<file path="config.mk">
export PLATFORM = sky130hd
export DESIGN_NAME = f2f_tx_framer_flat
export DESIGN_NICKNAME = d
export VERILOG_FILES = /design/src/rtl/f2f_tx_pkg.sv /design/src/rtl/f2f_tx_framer_if.sv /design/src/rtl/f2f_tx_framer_crc32.sv /design/src/rtl/f2f_tx_framer.sv /design/src/flat_wrapper.sv
export SDC_FILE = /design/constraint.sdc
export NUM_CORES = 1
export LEC_CHECK = 0
export BUFFER_PORTS_ARGS = -buffer_cell sky130_fd_sc_hd__buf_4
export CORE_MARGIN = 1.5
export CORE_UTILIZATION = 64
export CTS_CLUSTER_DIAMETER = 120
export CTS_CLUSTER_SIZE = 40
export DETAILED_ROUTE_END_ITERATION = 7
export GPL_ROUTABILITY_DRIVEN = 0
export GPL_TIMING_DRIVEN = 0
export PLACE_DENSITY_LB_ADDON = 0.15
export SYNTH_ARGS = -nofsm -noshare
export SYNTH_HDL_FRONTEND = slang
export SYNTH_SLANG_ARGS = --single-unit
export TNS_END_PERCENT = 5
</file>
<file path="constraint.sdc">
create_clock -name clk -period 9.9 [get_ports clk]
set_input_delay 0.495 -clock clk [delete_from_list [all_inputs] [get_ports clk]]
set_output_delay 0.495 -clock clk [all_outputs]
set_load 0.01 [all_outputs]
</file>
<file path="src/rtl/f2f_tx_pkg.sv">
// Shared command codes, framing constants and FSM encoding for the F2F transmit framer.
package f2f_tx_pkg;

   typedef enum logic [1:0] {
      CMD_NOP  = 2'b00,
      CMD_FLAG = 2'b01,
      CMD_DATA = 2'b10,
      CMD_FILL = 2'b11
   } cmd_e;

   localparam logic [31:0] FLAG_WORD = 32'h7E7E7E7E;
   localparam logic [31:0] CRC_POLY  = 32'h04C11DB7;
   localparam logic [31:0] CRC_INIT  = 32'hFFFFFFFF;

   typedef enum logic [2:0] {
      ST_IDLE  = 3'd0,
      ST_PRE   = 3'd1,
      ST_DATA  = 3'd2,
      ST_CRC   = 3'd3,
      ST_POST  = 3'd4,
      ST_DRAIN = 3'd5
   } state_e;

endpackage

</file>
<file path="src/rtl/f2f_tx_framer_if.sv">
// Payload stream into the framer: valid/ready words with an end-of-frame marker.
interface f2f_tx_framer_if;
   logic [31:0] s_data;
   logic        s_valid;
   logic        s_last;
   logic        s_ready;

   modport master (output s_data, output s_valid, output s_last, input  s_ready);
   modport slave  (input  s_data, input  s_valid, input  s_last, output s_ready);
endinterface

</file>
<file path="src/rtl/f2f_tx_framer_crc32.sv">
// One-word CRC-32/MPEG-2 step; byte [7:0] enters first, each byte MSB first.
module crc32_d32
   import f2f_tx_pkg::*;
(
   input  logic [31:0] crc_in,
   input  logic [31:0] data,
   output logic [31:0] crc_out
);
   always_comb begin
      logic [31:0] c;
      logic        fb;
      c  = crc_in;
      fb = 1'b0;
      for (int b = 0; b < 4; b++) begin
         for (int i = 7; i >= 0; i--) begin
            fb = c[31] ^ data[8*b + i];
            c  = {c[30:0], 1'b0} ^ (fb ? CRC_POLY : 32'h0);
         end
      end
      crc_out = c;
   end
endmodule

</file>
<file path="src/rtl/f2f_tx_framer.sv">
// F2F transmit framer: wraps payload in 0x7E flags, appends CRC-32, fills underruns
// and aborts on long stalls. Emits one word plus command to the serializer every clock.
//
// state | meaning
// IDLE  | link idle, FLAG (tx_en) or NOP; frame starts on s_valid
// PRE   | leading flags before the first payload word
// DATA  | payload words, FILL on underrun
// CRC   | CRC word, frame complete
// POST  | trailing flags, minimum inter-frame gap
// DRAIN | discard source words up to s_last
module f2f_tx_framer
   import f2f_tx_pkg::*;
#(
   parameter int PRE_FLAGS    = 2,
   parameter int POST_FLAGS   = 2,
   parameter int MAX_WORDS    = 256,
   parameter int UNDERRUN_MAX = 4,
   parameter int CRC_EN       = 1
) (
   input  logic           clk,
   input  logic           rst_n,
   input  logic           tx_en,
   f2f_tx_framer_if.slave s_if,
   output logic [31:0]    ser_din,
   output logic [1:0]     ser_cmd,
   output logic           busy,
   output logic           frame_done,
   output logic           frame_abort,
   output logic [15:0]    frame_cnt
);
   state_e      state, state_nx;
   logic [3:0]  pre_cnt, pre_nx;
   logic [3:0]  post_cnt, post_nx;
   logic [3:0]  fill_left, fill_nx;
   logic [15:0] words_left, words_nx;
   logic [15:0] frame_cnt_r;
   logic [31:0] crc_r, crc_nx, crc_calc, din_nx;
   logic        trunc_pending, trunc_nx;
   logic        done_nx, abort_nx, cnt_inc, hs;
   cmd_e        cmd_nx;

   crc32_d32 u_crc32 (.crc_in(crc_r), .data(s_if.s_data), .crc_out(crc_calc));

   assign s_if.s_ready = ((state == ST_DATA) && !trunc_pending) || (state == ST_DRAIN);
   assign hs           = s_if.s_valid && s_if.s_ready;
   assign frame_cnt    = frame_cnt_r;

   always_comb begin
      state_nx = state;
      pre_nx   = pre_cnt;
      post_nx  = post_cnt;
      fill_nx  = fill_left;
      words_nx = words_left;
      crc_nx   = crc_r;
      trunc_nx = trunc_pending;
      din_nx   = 32'h0;
      cmd_nx   = CMD_NOP;
      done_nx  = 1'b0;
      abort_nx = 1'b0;
      cnt_inc  = 1'b0;
      unique case (state)
         ST_IDLE: begin
            if (tx_en) begin
               cmd_nx = CMD_FLAG;
               din_nx = FLAG_WORD;
               if (s_if.s_valid) begin
                  state_nx = ST_PRE;
                  pre_nx   = 4'(PRE_FLAGS - 1);
                  crc_nx   = CRC_INIT;
                  words_nx = 16'(MAX_WORDS - 1);
                  fill_nx  = 4'(UNDERRUN_MAX);
                  trunc_nx = 1'b0;
               end
            end
         end
         ST_PRE: begin
            cmd_nx = CMD_FLAG;
            din_nx = FLAG_WORD;
            if (pre_cnt == 4'd0) state_nx = ST_DATA;
            else                 pre_nx   = pre_cnt - 4'd1;
         end
         ST_DATA: begin
            if (hs) begin
               cmd_nx   = CMD_DATA;
               din_nx   = s_if.s_data;
               crc_nx   = crc_calc;
               fill_nx  = 4'(UNDERRUN_MAX);
               words_nx = words_left - 16'd1;
               // Hitting the word limit closes the frame as if s_last had been seen.
               if (s_if.s_last || (words_left == 16'd0)) begin
                  trunc_nx = !s_if.s_last;
                  if (CRC_EN != 0) begin
                     state_nx = ST_CRC;
                  end else begin
                     done_nx  = 1'b1;
                     abort_nx = !s_if.s_last;
                     cnt_inc  = 1'b1;
                     state_nx = ST_POST;
                     post_nx  = 4'(POST_FLAGS - 1);
                  end
               end
            end else if (fill_left == 4'd0) begin
               cmd_nx   = CMD_FLAG;
               din_nx   = FLAG_WORD;
               abort_nx = 1'b1;
               state_nx = ST_DRAIN;
            end else begin
               cmd_nx  = CMD_FILL;
               fill_nx = fill_left - 4'd1;
            end
         end
         ST_CRC: begin
            cmd_nx   = CMD_DATA;
            din_nx   = crc_r;
            done_nx  = 1'b1;
            abort_nx = trunc_pending;
            cnt_inc  = 1'b1;
            state_nx = ST_POST;
            post_nx  = 4'(POST_FLAGS - 1);
         end
         ST_POST: begin
            cmd_nx = CMD_FLAG;
            din_nx = FLAG_WORD;
            if (post_cnt == 4'd0) state_nx = trunc_pending ? ST_DRAIN : ST_IDLE;
            else                  post_nx  = post_cnt - 4'd1;
         end
         ST_DRAIN: begin
            cmd_nx = CMD_FLAG;
            din_nx = FLAG_WORD;
            // A truncation drain already had its POST; an abort drain still owes one.
            if (s_if.s_valid && s_if.s_last) begin
               if (trunc_pending) begin
                  state_nx = ST_IDLE;
                  trunc_nx = 1'b0;
               end else begin
                  state_nx = ST_POST;
                  post_nx  = 4'(POST_FLAGS - 1);
               end
            end
         end
         default: state_nx = ST_IDLE;
      endcase
   end

   always_ff @(posedge clk or negedge rst_n) begin
      if (!rst_n) begin
         state         <= ST_IDLE;
         pre_cnt       <= 4'd0;
         post_cnt      <= 4'd0;
         fill_left     <= 4'd0;
         words_left    <= 16'd0;
         crc_r         <= CRC_INIT;
         trunc_pending <= 1'b0;
         ser_din       <= 32'h0;
         ser_cmd       <= CMD_NOP;
         busy          <= 1'b0;
         frame_done    <= 1'b0;
         frame_abort   <= 1'b0;
         frame_cnt_r   <= 16'd0;
      end else begin
         state         <= state_nx;
         pre_cnt       <= pre_nx;
         post_cnt      <= post_nx;
         fill_left     <= fill_nx;
         words_left    <= words_nx;
         crc_r         <= crc_nx;
         trunc_pending <= trunc_nx;
         ser_din       <= din_nx;
         ser_cmd       <= cmd_nx;
         busy          <= (state_nx != ST_IDLE);
         frame_done    <= done_nx;
         frame_abort   <= abort_nx;
         if (cnt_inc) frame_cnt_r <= frame_cnt_r + 16'd1;
      end
   end
endmodule

</file>
<file path="src/flat_wrapper.sv">
// flat-port wrapper written by rule: the top's interface ports become plain ports
module f2f_tx_framer_flat import f2f_tx_pkg::*;
#(
   parameter int PRE_FLAGS    = 2,
   parameter int POST_FLAGS   = 2,
   parameter int MAX_WORDS    = 256,
   parameter int UNDERRUN_MAX = 4,
   parameter int CRC_EN       = 1
)
  (clk, rst_n, tx_en, ser_din, ser_cmd, busy, frame_done, frame_abort, frame_cnt, s_if_s_data, s_if_s_valid, s_if_s_last, s_if_s_ready);
  f2f_tx_framer_if s_if_i ();
  input  logic clk;
  input  logic rst_n;
  input  logic tx_en;
  output logic [31:0] ser_din;
  output logic [1:0] ser_cmd;
  output logic busy;
  output logic frame_done;
  output logic frame_abort;
  output logic [15:0] frame_cnt;
  input wire logic [$bits(s_if_i.s_data)-1:0] s_if_s_data;
  input wire logic [$bits(s_if_i.s_valid)-1:0] s_if_s_valid;
  input wire logic [$bits(s_if_i.s_last)-1:0] s_if_s_last;
  output wire logic [$bits(s_if_i.s_ready)-1:0] s_if_s_ready;
  assign s_if_i.s_data = s_if_s_data;
  assign s_if_i.s_valid = s_if_s_valid;
  assign s_if_i.s_last = s_if_s_last;
  assign s_if_s_ready = s_if_i.s_ready;
  f2f_tx_framer #(.PRE_FLAGS(PRE_FLAGS), .POST_FLAGS(POST_FLAGS), .MAX_WORDS(MAX_WORDS), .UNDERRUN_MAX(UNDERRUN_MAX), .CRC_EN(CRC_EN)) u_core (.clk(clk), .rst_n(rst_n), .tx_en(tx_en), .s_if(s_if_i), .ser_din(ser_din), .ser_cmd(ser_cmd), .busy(busy), .frame_done(frame_done), .frame_abort(frame_abort), .frame_cnt(frame_cnt));
endmodule
</file>
==> results of run 1 <==
==> metal layers <==
metal  vias up  track usage  part of all wire
met1      2926       0.4343              0.41
li1       2643            -                 -
met4         0       0.1358             0.030
met3        46      0.07305             0.078
met2       306       0.5269              0.48
met5         -            0                 0
==> stage by stage <==
step                      instances    util  cell area (um^2)  setup slack [ns]
after CTS                       998  0.7840              9457             5.760
after detailed placement        966  0.7340              8853             5.568
final                           999  0.7866              9488             5.719
after global routing            999  0.7866              9488             5.601
after floorplan                 709       -              7975             6.222
after global placement          966  0.7340              8853             5.579
==> critical path, delay by kind of cell, from the launching register on <==
family | cells | cell delay, ns
AOI/OAI and AO/OA | 1 | 0.17
xor gates and xnor gates | 8 | 3.37
DFF | 1 | 0.56
==> sequential cells by signal, indices dropped and copies added (netlist names) <==
name	cells
u_core.crc_r	32
u_core.ser_din	32
u_core.frame_cnt	16
u_core.words_left	16
u_core.fill_left	4
u_core.post_cnt	4
u_core.pre_cnt	4
u_core.state	3
u_core.ser_cmd	2
u_core.busy	1
u_core.frame_abort	1
u_core.frame_done	1
u_core.trunc_pending	1
==> logic make-up (layout without fill, tap and decap cells) <==
| group | count (synthesis) | count (layout) | share of synthesized area |
|---|---|---|---|
| AOI/OAI and AO/OA | 97 | 97 | 0.08441 |
| and+or+nand+nor | 156 | 156 | 0.09178 |
| xor gates and xnor gates | 292 | 292 | 0.4183 |
| DFF | 117 | 117 | 0.3721 |
| buffers and inverters | 36 | 158 | 0.01694 |
| muxes | 3 | 3 | 0.003922 |
| adders and majority gates | 8 | 8 | 0.01255 |
==> layout make-up <==
cell class                      instances  area [um^2]  share of cell area
Timing Repair Buffer                   90        699.4             0.07372
Multi-Input combinational cell        556         4872              0.5135
Inverter                               10        37.54            0.003956
Clock inverter                          9        125.1             0.01319
Tap cell                              168        210.2             0.02215
Buffer                                 26        97.59             0.01029
Clock buffer                           23        478.0             0.05038
Sequential cell                       117         2968              0.3128
==> cell usage in the layout, fill, tap and decap left out, drive strengths merged, types with 7 or more instances in the layout <==
cell type	Yosys	final
nand3	16	16
nor2	45	45
dfstp	32	32
nand2	42	42
a221o	18	18
inv	10	10
clkbuf	25	48
a21oi	31	31
ha	8	8
xnor3	36	36
xor2	66	66
a22o	8	8
nor3	13	13
dfrtp	85	85
nand4	7	7
o21ai	18	18
xnor2	187	187
o22a	9	9
buf	1	91
nor4	9	9
==> worst paths after layout <==
check	slack [ns]	depth (start not counted)	startpoint	endpoint
min in group clk	0.31	2	s_if_s_data[23]	u_core.ser_din[23]
hold / removal	0.006	1	rst_n	u_core.post_cnt[1]
max in group asynchronous	9.17	2	rst_n	u_core.crc_r[17]
setup / recovery	5.72	9	u_core.crc_r[28]	u_core.crc_r[9]
setup reg to reg	5.72	9	u_core.crc_r[28]	u_core.crc_r[9]
hold reg to reg	0.47	1	u_core.frame_cnt[15]	u_core.frame_cnt[15]
==> results by stage, run 1 <==
Logic synthesis:
- In this run, synthesis produced a sequential element count of around 120.
- Dividing the synthesized area by the synthesized cell count gives about 11 um^2.
- When the netlist entered floorplanning its net count stood at between 700 and 800.
- Among all flip-flop cells after synthesis, the most frequent one is sky130_fd_sc_hd__dfrtp_1.
- The commonest cells after synthesis are sky130_fd_sc_hd__xnor2_1, sky130_fd_sc_hd__dfrtp_1, sky130_fd_sc_hd__xor2_1.
- The synthesized design contains 0 enable-type register cells.
- The share of synthesized area in the top cell type comes to 0.2667.
- The post-synthesis sequential area ratio is 0.3721.
- By area the synthesized netlist is led by sky130_fd_sc_hd__dfrtp_1, sky130_fd_sc_hd__xnor2_1, sky130_fd_sc_hd__dfstp_2, sky130_fd_sc_hd__xnor3_1, sky130_fd_sc_hd__xor2_1.
- The number of instances in the synthesized netlist is about 710.
- The synthesized netlist contains between 40 and 50 unique library cells.
- The proportion of synthesized flip-flops having asynchronous set or reset is 1.000.
- The largest total area in the synthesized netlist belongs to sky130_fd_sc_hd__dfrtp_1.
- Among all cell types in the netlist, the one instantiated most often is sky130_fd_sc_hd__xnor2_1.
- For this run, the number of Yosys warnings is 0.
- In this run the cell area of the synthesized design comes to ~8000 um^2.

Route:
- The violation count after the first detailed-routing iteration is 490.
- The first detailed-routing pass took 5 iterations.
- In this run the remaining antenna-violating nets after routing total 0.
- The average detailed-routed wire length per instance is between 20 and 25 um.
- The vias after detailed routing is 5,921.
- The detail-routed via count per cell is 5.927.
- The count of unresolved DRC violations after routing is 0.
- Wires add up to ~20,000 um.

Clock network:
- The count of cells resized by post-cts repair is 0.
- Clock tree synthesis inserted a total of 17 buffers.
- CTS built an H-tree with a depth of 4.
- The clock net in this run drives a total of between 100 and 150 sinks.
- The TritonCTS clock tree is built.
- The maximum clock insertion buffer count is 2.
- After clock tree synthesis, the clock-pin slew on the worst setup and hold paths is 0.06 ns.
- The number of setup buffers added after CTS is 0.
- At the later pin of the worst-skew pair, clock insertion delay measures 0.42 ns.
- The number of hold buffers added after CTS is 0.
- The root buffer selected by CTS is sky130_fd_sc_hd__clkbuf_16.

Timing:
- The worst hold slack after final layout is about 0.0059 ns.
- The pin slew with the least headroom to its limit is around 0.86 ns.
- The number of max-slew violations in the final report was 0.
- For the final database, setup skew stands at 0.009903 ns.
- The worst pin sits at a relative slew slack of 0.4223.
- The worst path needs around 4.2 ns of the cycle, external delays included.
- The post-route fraction of the period consumed by the critical path is 0.4223.
- Setup repair after global routing left no endpoint under its margin.
- Setup violations remaining at the end of the flow were counted as 0.
- The achievable frequency is around 240 MHz.
- The final-report hold violation count is 0.
- The final-layout setup total negative slack is 0 ns.

Critical path:
- The cell repeated most along the worst path is sky130_fd_sc_hd__xnor3_1.
- STA classifies the critical path endpoint as a flip-flop.
- Walking the worst path, the cells encountered are xnor2_1 -> xnor3_1 -> xnor3_1 -> xnor2_4 -> xnor3_2 -> xor2_4 -> xnor3_1 -> xor2_1 -> a21oi_1.
- The critical path is of the flip-flop to flip-flop type.
- The biggest cell delay along the critical path is between 0.6 and 0.7 ns.
- The kind of launch point of the worst setup path is a flip-flop.
- The signal arrival time at the worst endpoint is ~4.5 ns.
- The top fanout value on the critical path is 7.
- The endpoint required time on the critical path is 10.25 ns.
- The slowest stage of the critical path belongs to the cell sky130_fd_sc_hd__xnor3_2.

Finish:
- The synthesis-to-finish area growth is 18.97%.
- Of the cells placed in the final design, the portion with a size suffix greater than 1 is 0.2178.
- 0 antenna diodes ended up in the layout.
- After the last flow step, the layout net total stands at around 860.
- The fill cell instance count of the final layout is 769.

Die:
- The core outline area is ~12,000 um^2.
- The initial cell density of the core is 0.6612.
- The die boundary width is 114.6 um.
- The floorplan has 40 rows.
- The number of placed I/O pins is between 90 and 100.
- The die covers 13,140 um^2.
- The die extent in y is around 110 um.

Global route:
- The via count of the first global-routing pass is 5,980.
- The initial antenna violation count is 0.
- The final global-route overflow total is 0.
- The global router's overall resource usage is 0.3287.
- The first global-routing pass estimated between 30,000 and 40,000 um of wire.
- Entering global routing, the biggest net connects 118 pins.

Placed design:
- The total of buffers placed on input and output ports is a little under 90.
- Summed over all nets, the half-perimeter wirelength after detailed placement is between 10,000 and 15,000 um.

Job:
- Max-cap violations in this run came to 0.

Status:
- The flow ran to the end, and the final reports show no timing, DRC or antenna violations.

Hold path:
- The tightest min-delay check is of the primary input to async pin type.
Power of run 1 is not shown: default switching activity piles up to over one toggle a cycle in this logic, so the estimate is an artifact.
==> inputs of run 2 (changes only) <==
--- a/config.mk
+++ b/config.mk
@@ -7,7 +7,7 @@
 export LEC_CHECK = 0
 export BUFFER_PORTS_ARGS = -buffer_cell sky130_fd_sc_hd__buf_4
 export CORE_MARGIN = 1.5
-export CORE_UTILIZATION = 64
+export CORE_UTILIZATION = 54
 export CTS_CLUSTER_DIAMETER = 120
 export CTS_CLUSTER_SIZE = 40
 export DETAILED_ROUTE_END_ITERATION = 7
==> constraint.sdc (replaced) <==
create_clock -name clk -period 3.7 [get_ports clk]
set_input_delay 0.185 -clock clk [delete_from_list [all_inputs] [get_ports clk]]
set_output_delay 0.185 -clock clk [all_outputs]
set_load 0.01 [all_outputs]
==> run 2 against run 1 <==
Effect of this change:
- routed wire length increased by 5.1%
- non-clock buffer count increased by 33
- sequential share of layout area decreased by 1.6 points
- critical path depth unchanged
- utilization decreased by 9.6 points
- via count increased by 0.44%
- die area increased by 18%
- clock-buffer cell count decreased by 5
- maximum frequency increased by 14%
- first-iteration DRC count increased by 12%
- sequential cell count unchanged
- cell count increased by 4.9%
==> results by stage, run 2 (synthesis results as in run 1) <==
Finish:
- The net count of the finished layout is between 800 and 900.
- The synthesis-to-finish area growth is 25.43%.
- Leaving out fill and tap cells, the most frequent cell in the layout is sky130_fd_sc_hd__xnor2_1.
- The share of post-route cells with drive strength above 1 is 0.2789.
- The largest registers in the layout are u_core.crc_r: 32 flops, u_core.ser_din: 32 flops.
- In the layout the commonest cells are sky130_fd_sc_hd__xnor2_1, sky130_fd_sc_hd__buf_4, sky130_fd_sc_hd__dfrtp_1, sky130_fd_sc_hd__xor2_1, sky130_fd_sc_hd__nor2_1.
- The repair_antennas step left the layout with diodes totalling 0.
- The area of all placed cells without fillers is around 10,000 um^2.
- The final core area utilization is 0.6909.

Global route:
- The initial antenna violation count is 0.
- The global router's overall resource usage is 0.2775.
- The via count of the first global-routing pass is roughly 6,000.
- The first-pass GRT wire length is between 30,000 and 40,000 um.
- The maximum number of pins on one net before global-route repair is approximately 120.
- After global routing the overflow that remains totals 0.

Clock network:
- The clock tree synthesis step divided the H-tree into 4 levels.
- Clock tree synthesis found a total of 117 sinks.
- The TritonCTS clock tree is built.
- The number of CTS-inserted buffers is 17.
- The CTS clock-pin slew for the worst setup and hold paths is 0.05 ns.
- In this run the deepest clock path goes through 2 buffers.
- The root buffer selected by CTS is sky130_fd_sc_hd__clkbuf_16.
- At the later pin of the worst-skew pair, clock insertion delay measures 0.42 ns.

Die:
- The floorplan step defined a core boundary enclosing approximately 14,000 um^2.
- The die area is approximately 16,000 um^2.
- The number of placed I/O pins is 91.
- The die boundary width is roughly 120 um.
- The number of standard-cell rows in the floorplan is 44.
- For this configuration, the core starts out at a cell density of 0.5508.
- The die extent in y is between 100 and 150 um.

Critical path:
- The buffering stage count on the worst path with inverters included is 0.
- The worst setup path category is flip-flop to flip-flop.
- For this run, the slowest stage of the critical path takes around 0.6 ns.
- The critical path goes through xnor2_4 -> xnor2_1 -> xnor3_1 -> xnor2_2 -> xnor2_4 -> xnor3_2 -> xor2_1 -> xnor2_1 -> a21oi_1.
- For the worst setup path, the data required time is between 4 and 5 ns.
- The dominant delay contributor by cell family on the critical path is XOR/XNOR gates.
- The worst setup path is launched from a flip-flop.
- The worst setup path is captured at a flip-flop.
- The signal arrival time at the worst endpoint is about 4.0 ns.
- The top fanout value on the critical path is 7.
- The cell depth of the worst setup path is 9.
- The worst register-to-register path has a depth of 9.
- The cell with the largest stage delay on the worst path is sky130_fd_sc_hd__dfstp_2.

Timing:
- Setup repair after global routing could not meet its margin everywhere.
- Measured against its own limit, the worst slew margin works out to 0.4795.
- At the pin with the least slew margin, the transition time is 0.7808 ns.
- The number of max-slew violations in the final report came to 0.
- The setup violation total in the final timing report is 0.
- The final-layout setup total negative slack is 0 ns.
- The achievable frequency is about 270 MHz.
- The post-route fraction of the period consumed by the critical path is 0.9892.
- For the finished layout, the period the worst path requires is roughly 3.7 ns.
- The final-report hold violation count is 0.
- The worst hold slack after final layout is about 0.013 ns.
- The maximum clock skew at final layout is a little under 0.009 ns.

Placed design:
- The placed instances occupy a cell area of ~8900 um^2.
- In this run the tool buffered the top-level ports with between 80 and 90 buffer cells.
- Detailed placement ended at an HPWL of ~15,000 um.

Route:
- The average detailed-routed wire length per instance is ~20 um.
- The number of iterations in the first detailed-routing pass is 5.
- The count of unresolved DRC violations after routing is 0.
- The total detailed-routing wirelength is roughly 21,000 um.
- The detailed router finished its first iteration with about 550 violations.
- Dividing the detail-routed via count by the number of cells gives approximately 5.7.
- Across all layers, the routed design uses roughly 6,000 vias.
- In this run the remaining antenna-violating nets after routing total 0.

Hold path:
- Along the worst hold path, the cell count comes to 2.
- The kind of path behind the tightest hold check is primary input to flip-flop.

Job:
- The tool flagged a number of max-cap violations equal to 0.

Status:
- The flow ran to the end, and the final reports show no timing, DRC or antenna violations.
-- run 2: changes by cell type in the layout (fill, tap and decap cells not counted), sizes merged --
cell / before / now
buf: 91 / 120
inv: 10 / 11
clkbuf: 48 / 43
dlygate4sd3: 0 / 4
clkinv: 4 / 8
-- run 2: repair_timing --
action | in CTS | in global routing
pin swaps | 12 | 8
endpoints found under the setup margin | 22 | 20
setup buffers | 9 | 20
hold buffers | 2 | 2
hold endpoints to repair | 2 | 34
resized for setup | 19 | 19
-- run 2: path summary, 6_finish.rpt --
kind	from	to	slack, ns
min in group asynchronous	rst_n	u_core.post_cnt[1]	0.25
min reg2reg	u_core.frame_cnt[15]	u_core.frame_cnt[15]	0.47
min	s_if_s_data[23]	u_core.ser_din[23]	0.01
max	u_core.crc_r[23]	u_core.crc_r[4]	0.04
max in group asynchronous	rst_n	u_core.crc_r[9]	2.71
max reg2reg	u_core.crc_r[23]	u_core.crc_r[4]	0.04
-- run 2: layer usage --
layer	global-route usage	share of wire	vias up
met5	0	0	-
met4	0.1075	0.037	0
met3	0.06873	0.077	59
met2	0.4373	0.47	265
met1	0.3710	0.41	2916
li1	-	-	2707
-- run 2: stage by stage --
step / instances / worst slack [ns]
5_1_grt: 1048 / -0.05338
2_1_floorplan: 709 / 0.02415
4_1_cts: 1025 / -0.05258
3_3_place_gp: 982 / -0.4735
6_report: 1048 / 0.03979
3_5_place_dp: 982 / -0.5239
-- run 2: final cells by class --
class	instances	area, um^2
multi-input cells	556	5110
fillers	1068	4476
flip-flops and latches	117	2968
repair buffers	123	969.7
clock buffers	18	429.2
well taps	184	230.2
clock inverters	14	161.4
plain buffers	26	97.59
inverters	10	37.54
Power of run 2 is left out for the same reason.
==> inputs of run 3 (changes only) <==
--- a/config.mk
+++ b/config.mk
@@ -7,7 +7,7 @@
 export LEC_CHECK = 0
 export BUFFER_PORTS_ARGS = -buffer_cell sky130_fd_sc_hd__buf_4
 export CORE_MARGIN = 1.5
-export CORE_UTILIZATION = 54
+export CORE_UTILIZATION = 60
 export CTS_CLUSTER_DIAMETER = 120
 export CTS_CLUSTER_SIZE = 40
 export DETAILED_ROUTE_END_ITERATION = 7
==> constraint.sdc (replaced) <==
create_clock -name clk -period 3.9 [get_ports clk]
set_input_delay 0.195 -clock clk [delete_from_list [all_inputs] [get_ports clk]]
set_output_delay 0.195 -clock clk [all_outputs]
set_load 0.01 [all_outputs]
==> run 3 against run 2 <==
Effect of this change:
- first-iteration DRC count shrank 5.5%
- global-route usage is 2.6 points higher
- critical path type unchanged
- clock-buffer cell count is 2 higher
- worst hold slack improved by 0.0070 ns
- non-clock buffer count down 28
- sequential cell count is the same
- clock skew is 0.0018 ns lower
==> results by stage, run 3 (synthesis results as in run 1) <==
Status:
- The run finished with clean final reports.

Global route:
- The via count of the first global-routing pass is around 6,000.
- In the global route stage, overall resource usage came out at 0.3038.
- The first-pass GRT wire length is 32,230 um.
- The initial antenna violation count is 0.
- The final global-route overflow total is 0.
- Entering global routing, the biggest net connects around 120 pins.

Timing:
- The post-layout minimum cycle time is about 3.8 ns.
- Setup repair after global routing could not meet its margin everywhere.
- The number of max-slew violations in the final report is 0.
- The worst hold slack after final layout is between 0.015 and 0.02 ns.
- For the final routed database, the setup TNS stands at 0 ns.
- The worst path meets setup with between 0.05 and 0.06 ns of slack.
- Based on the critical path, the design can be clocked at up to 260.4 MHz.
- The worst max-slew margin expressed relative to the limit is 0.4833.
- Setup violations remaining at the end of the flow were counted as 0.
- For the pin with the worst max-slew slack, the measured transition is 0.7680 ns.
- The maximum clock skew at final layout is between 0.006 and 0.007 ns.
- The final-report hold violation count is 0.
- Of the available clock period, the critical path in the final layout requires 0.9847.

Route:
- The count of nets left with antenna violations after detail routing is 0.
- Summed over all layers, the routed wires come to 20,810 um.
- The number of iterations in the first detailed-routing pass is 5.
- The vias after detailed routing is 5,928.
- Dividing the detail-routed via count by the number of cells gives roughly 6.
- The violation count after the first detailed-routing iteration is ~520.
- For this run, design rule violations remaining after detail routing come to 0.
- In the final routed layout, each cell accounts on average for ~21 um.

Clock network:
- The clock tree synthesis step divided the H-tree into 4 levels.
- The root buffer selected by CTS is sky130_fd_sc_hd__clkbuf_16.
- After clock tree synthesis, the clock-pin slew on the worst setup and hold paths is 0.05 ns.
- The clock latency reported for the late side of the worst-skew pair is between 0.4 and 0.5 ns.
- The number of CTS-inserted buffers is 17.
- In this run the deepest clock path goes through 2 buffers.
- The CTS sink count is between 100 and 150.
- TritonCTS built the clock tree.

Finish:
- The largest registers in the layout are u_core.crc_r: 32 flops, u_core.ser_din: 32 flops.
- The synthesis-to-finish area growth is 20.90%.
- The share of post-route cells with drive strength above 1 is 0.2404.
- Leaving out fill and tap cells, the most frequent cell in the layout is sky130_fd_sc_hd__xnor2_1.
- The antenna cell count is 0.
- For this run, the post-layout net count is a little under 900.
- In the layout the commonest cells are sky130_fd_sc_hd__xnor2_1, sky130_fd_sc_hd__buf_4, sky130_fd_sc_hd__dfrtp_1, sky130_fd_sc_hd__xor2_1, sky130_fd_sc_hd__nor2_1.

Die:
- Measured along the y axis, the die boundary spans between 100 and 150 um.
- The number of placed I/O pins is 91.
- The die area is 13,990 um^2.
- The core outline area is between 10,000 and 15,000 um^2.
- The die boundary width is 118.3 um.
- The floorplan has 41 rows.
- The initial cell density of the core is 0.6244.

Job:
- The reported max-cap violation count is 0.

Critical path:
- In this design, the critical path's most frequently occurring cell is sky130_fd_sc_hd__xnor2_2.
- The worst register-to-register path has a setup slack of approximately 0.060 ns.
- The endpoint of the most critical register-to-register path is u_core.crc_r[14].
- The worst register-to-register path has a depth of 9.
- The biggest cell delay along the critical path is 0.57 ns.
- The startpoint of the worst register-to-register path is u_core.crc_r[20].
- The worst setup path is captured at a flip-flop.
- The endpoint required time on the critical path is approximately 4.3 ns.
- The critical path contains buffers and inverters numbering 0 combined.
- The kind of launch point of the worst setup path is a flip-flop.
- The end of the critical path is u_core.crc_r[14].
- Traced cell by cell, the critical path runs through xnor2_1 -> xor3_2 -> xnor3_2 -> xnor2_2 -> xnor2_2 -> xnor3_2 -> xnor2_2 -> xnor2_1 -> o22a_1.
- The first element of the critical path is u_core.crc_r[20].
- Counting buffers and inverters, the worst setup path is 9 cells deep.
- Broken down by cell family, the worst path's largest delay share belongs to XOR/XNOR gates.
- The slowest stage of the critical path belongs to the cell sky130_fd_sc_hd__dfstp_2.
- The worst setup path category is flip-flop to flip-flop.
- In this run the worst path has a maximum fanout of 5.
- The signal arrival time at the worst endpoint is 4.20 ns.

Placed design:
- During placement, the flow inserted port buffers numbering 89.
- The post-detailed-placement half-perimeter wirelength is between 10,000 and 15,000 um.
- Timing analysis after detailed placement gives a worst setup slack of -0.2679 ns.

Hold path:
- The kind of path behind the tightest hold check is primary input to flip-flop.
run 3: changes by cell type in the layout (fill, tap and decap cells not counted), sizes merged:
cell / previous run / this run
clkinv: 8 / 6
clkbuf: 43 / 45
dlygate4sd3: 4 / 1
buf: 120 / 95
run 3: final cells by class:
type	instances	area (um^2)
multi-input combinational	556	4966
fill	855	3132
sequential	117	2968
timing repair buffer	95	739.5
clock buffer	20	466.7
tap	172	215.2
clock inverter	12	151.4
buffer	26	97.59
inverter	10	37.54
run 3: routing by layer:
layer,vias to the layer above,wire (um),track usage
met5,-,0,0
met4,0,630,0.1212
met3,50,1510,0.06515
met2,261,9988,0.4920
met1,2965,8677,0.3993
li1,2652,-,-
run 3: how the worst min path moves through the flow:
| stage | cells after the start | slack [ns] | start | end |
|---|---|---|---|---|
| 2_1_floorplan | 0 | -0.10 | rst_n | u_core.busy |
| 3_3_place_gp | 2 | 0.44 | s_if_s_data[16] | u_core.ser_din[16] |
| 3_5_place_dp | 2 | 0.44 | s_if_s_data[23] | u_core.ser_din[23] |
| 4_1_cts | 2 | 0.01 | s_if_s_data[23] | u_core.ser_din[23] |
| 5_1_grt | 2 | 0.01 | s_if_s_data[23] | u_core.ser_din[23] |
| 6_report | 2 | 0.02 | s_if_s_data[16] | u_core.ser_din[16] |
run 3: worst register-to-register path: stages (launching register included):
cell	delay (ns)
sky130_fd_sc_hd__dfstp_2	0.57
sky130_fd_sc_hd__xnor2_1	0.22
sky130_fd_sc_hd__xor3_2	0.56
sky130_fd_sc_hd__xnor3_2	0.45
sky130_fd_sc_hd__xnor2_2	0.47
sky130_fd_sc_hd__xnor2_2	0.30
sky130_fd_sc_hd__xnor3_2	0.55
sky130_fd_sc_hd__xnor2_2	0.28
sky130_fd_sc_hd__xnor2_1	0.18
sky130_fd_sc_hd__o22a_1	0.19
run 3: through the flow:
| stage | utilization | instances | cell area (um^2) |
|---|---|---|---|
| final | 0.7548 | 1008 | 9642 |
| after global routing | 0.7548 | 1008 | 9642 |
| after CTS | 0.7444 | 1005 | 9509 |
| after detailed placement | 0.6935 | 970 | 8859 |
| after global placement | 0.6935 | 970 | 8859 |
| after floorplan | - | 709 | 7975 |
run 3: repair_timing:
action | 4_1_cts | 5_1_grt
setup endpoints to repair | 10 | 20
buffers inserted | 3 | 1
endpoints found under the hold margin | 0 | 85
pin swaps | 4 | 2
hold buffers | 0 | 1
gates resized for setup | 3 | 13
Power of run 3 is left out for the same reason.
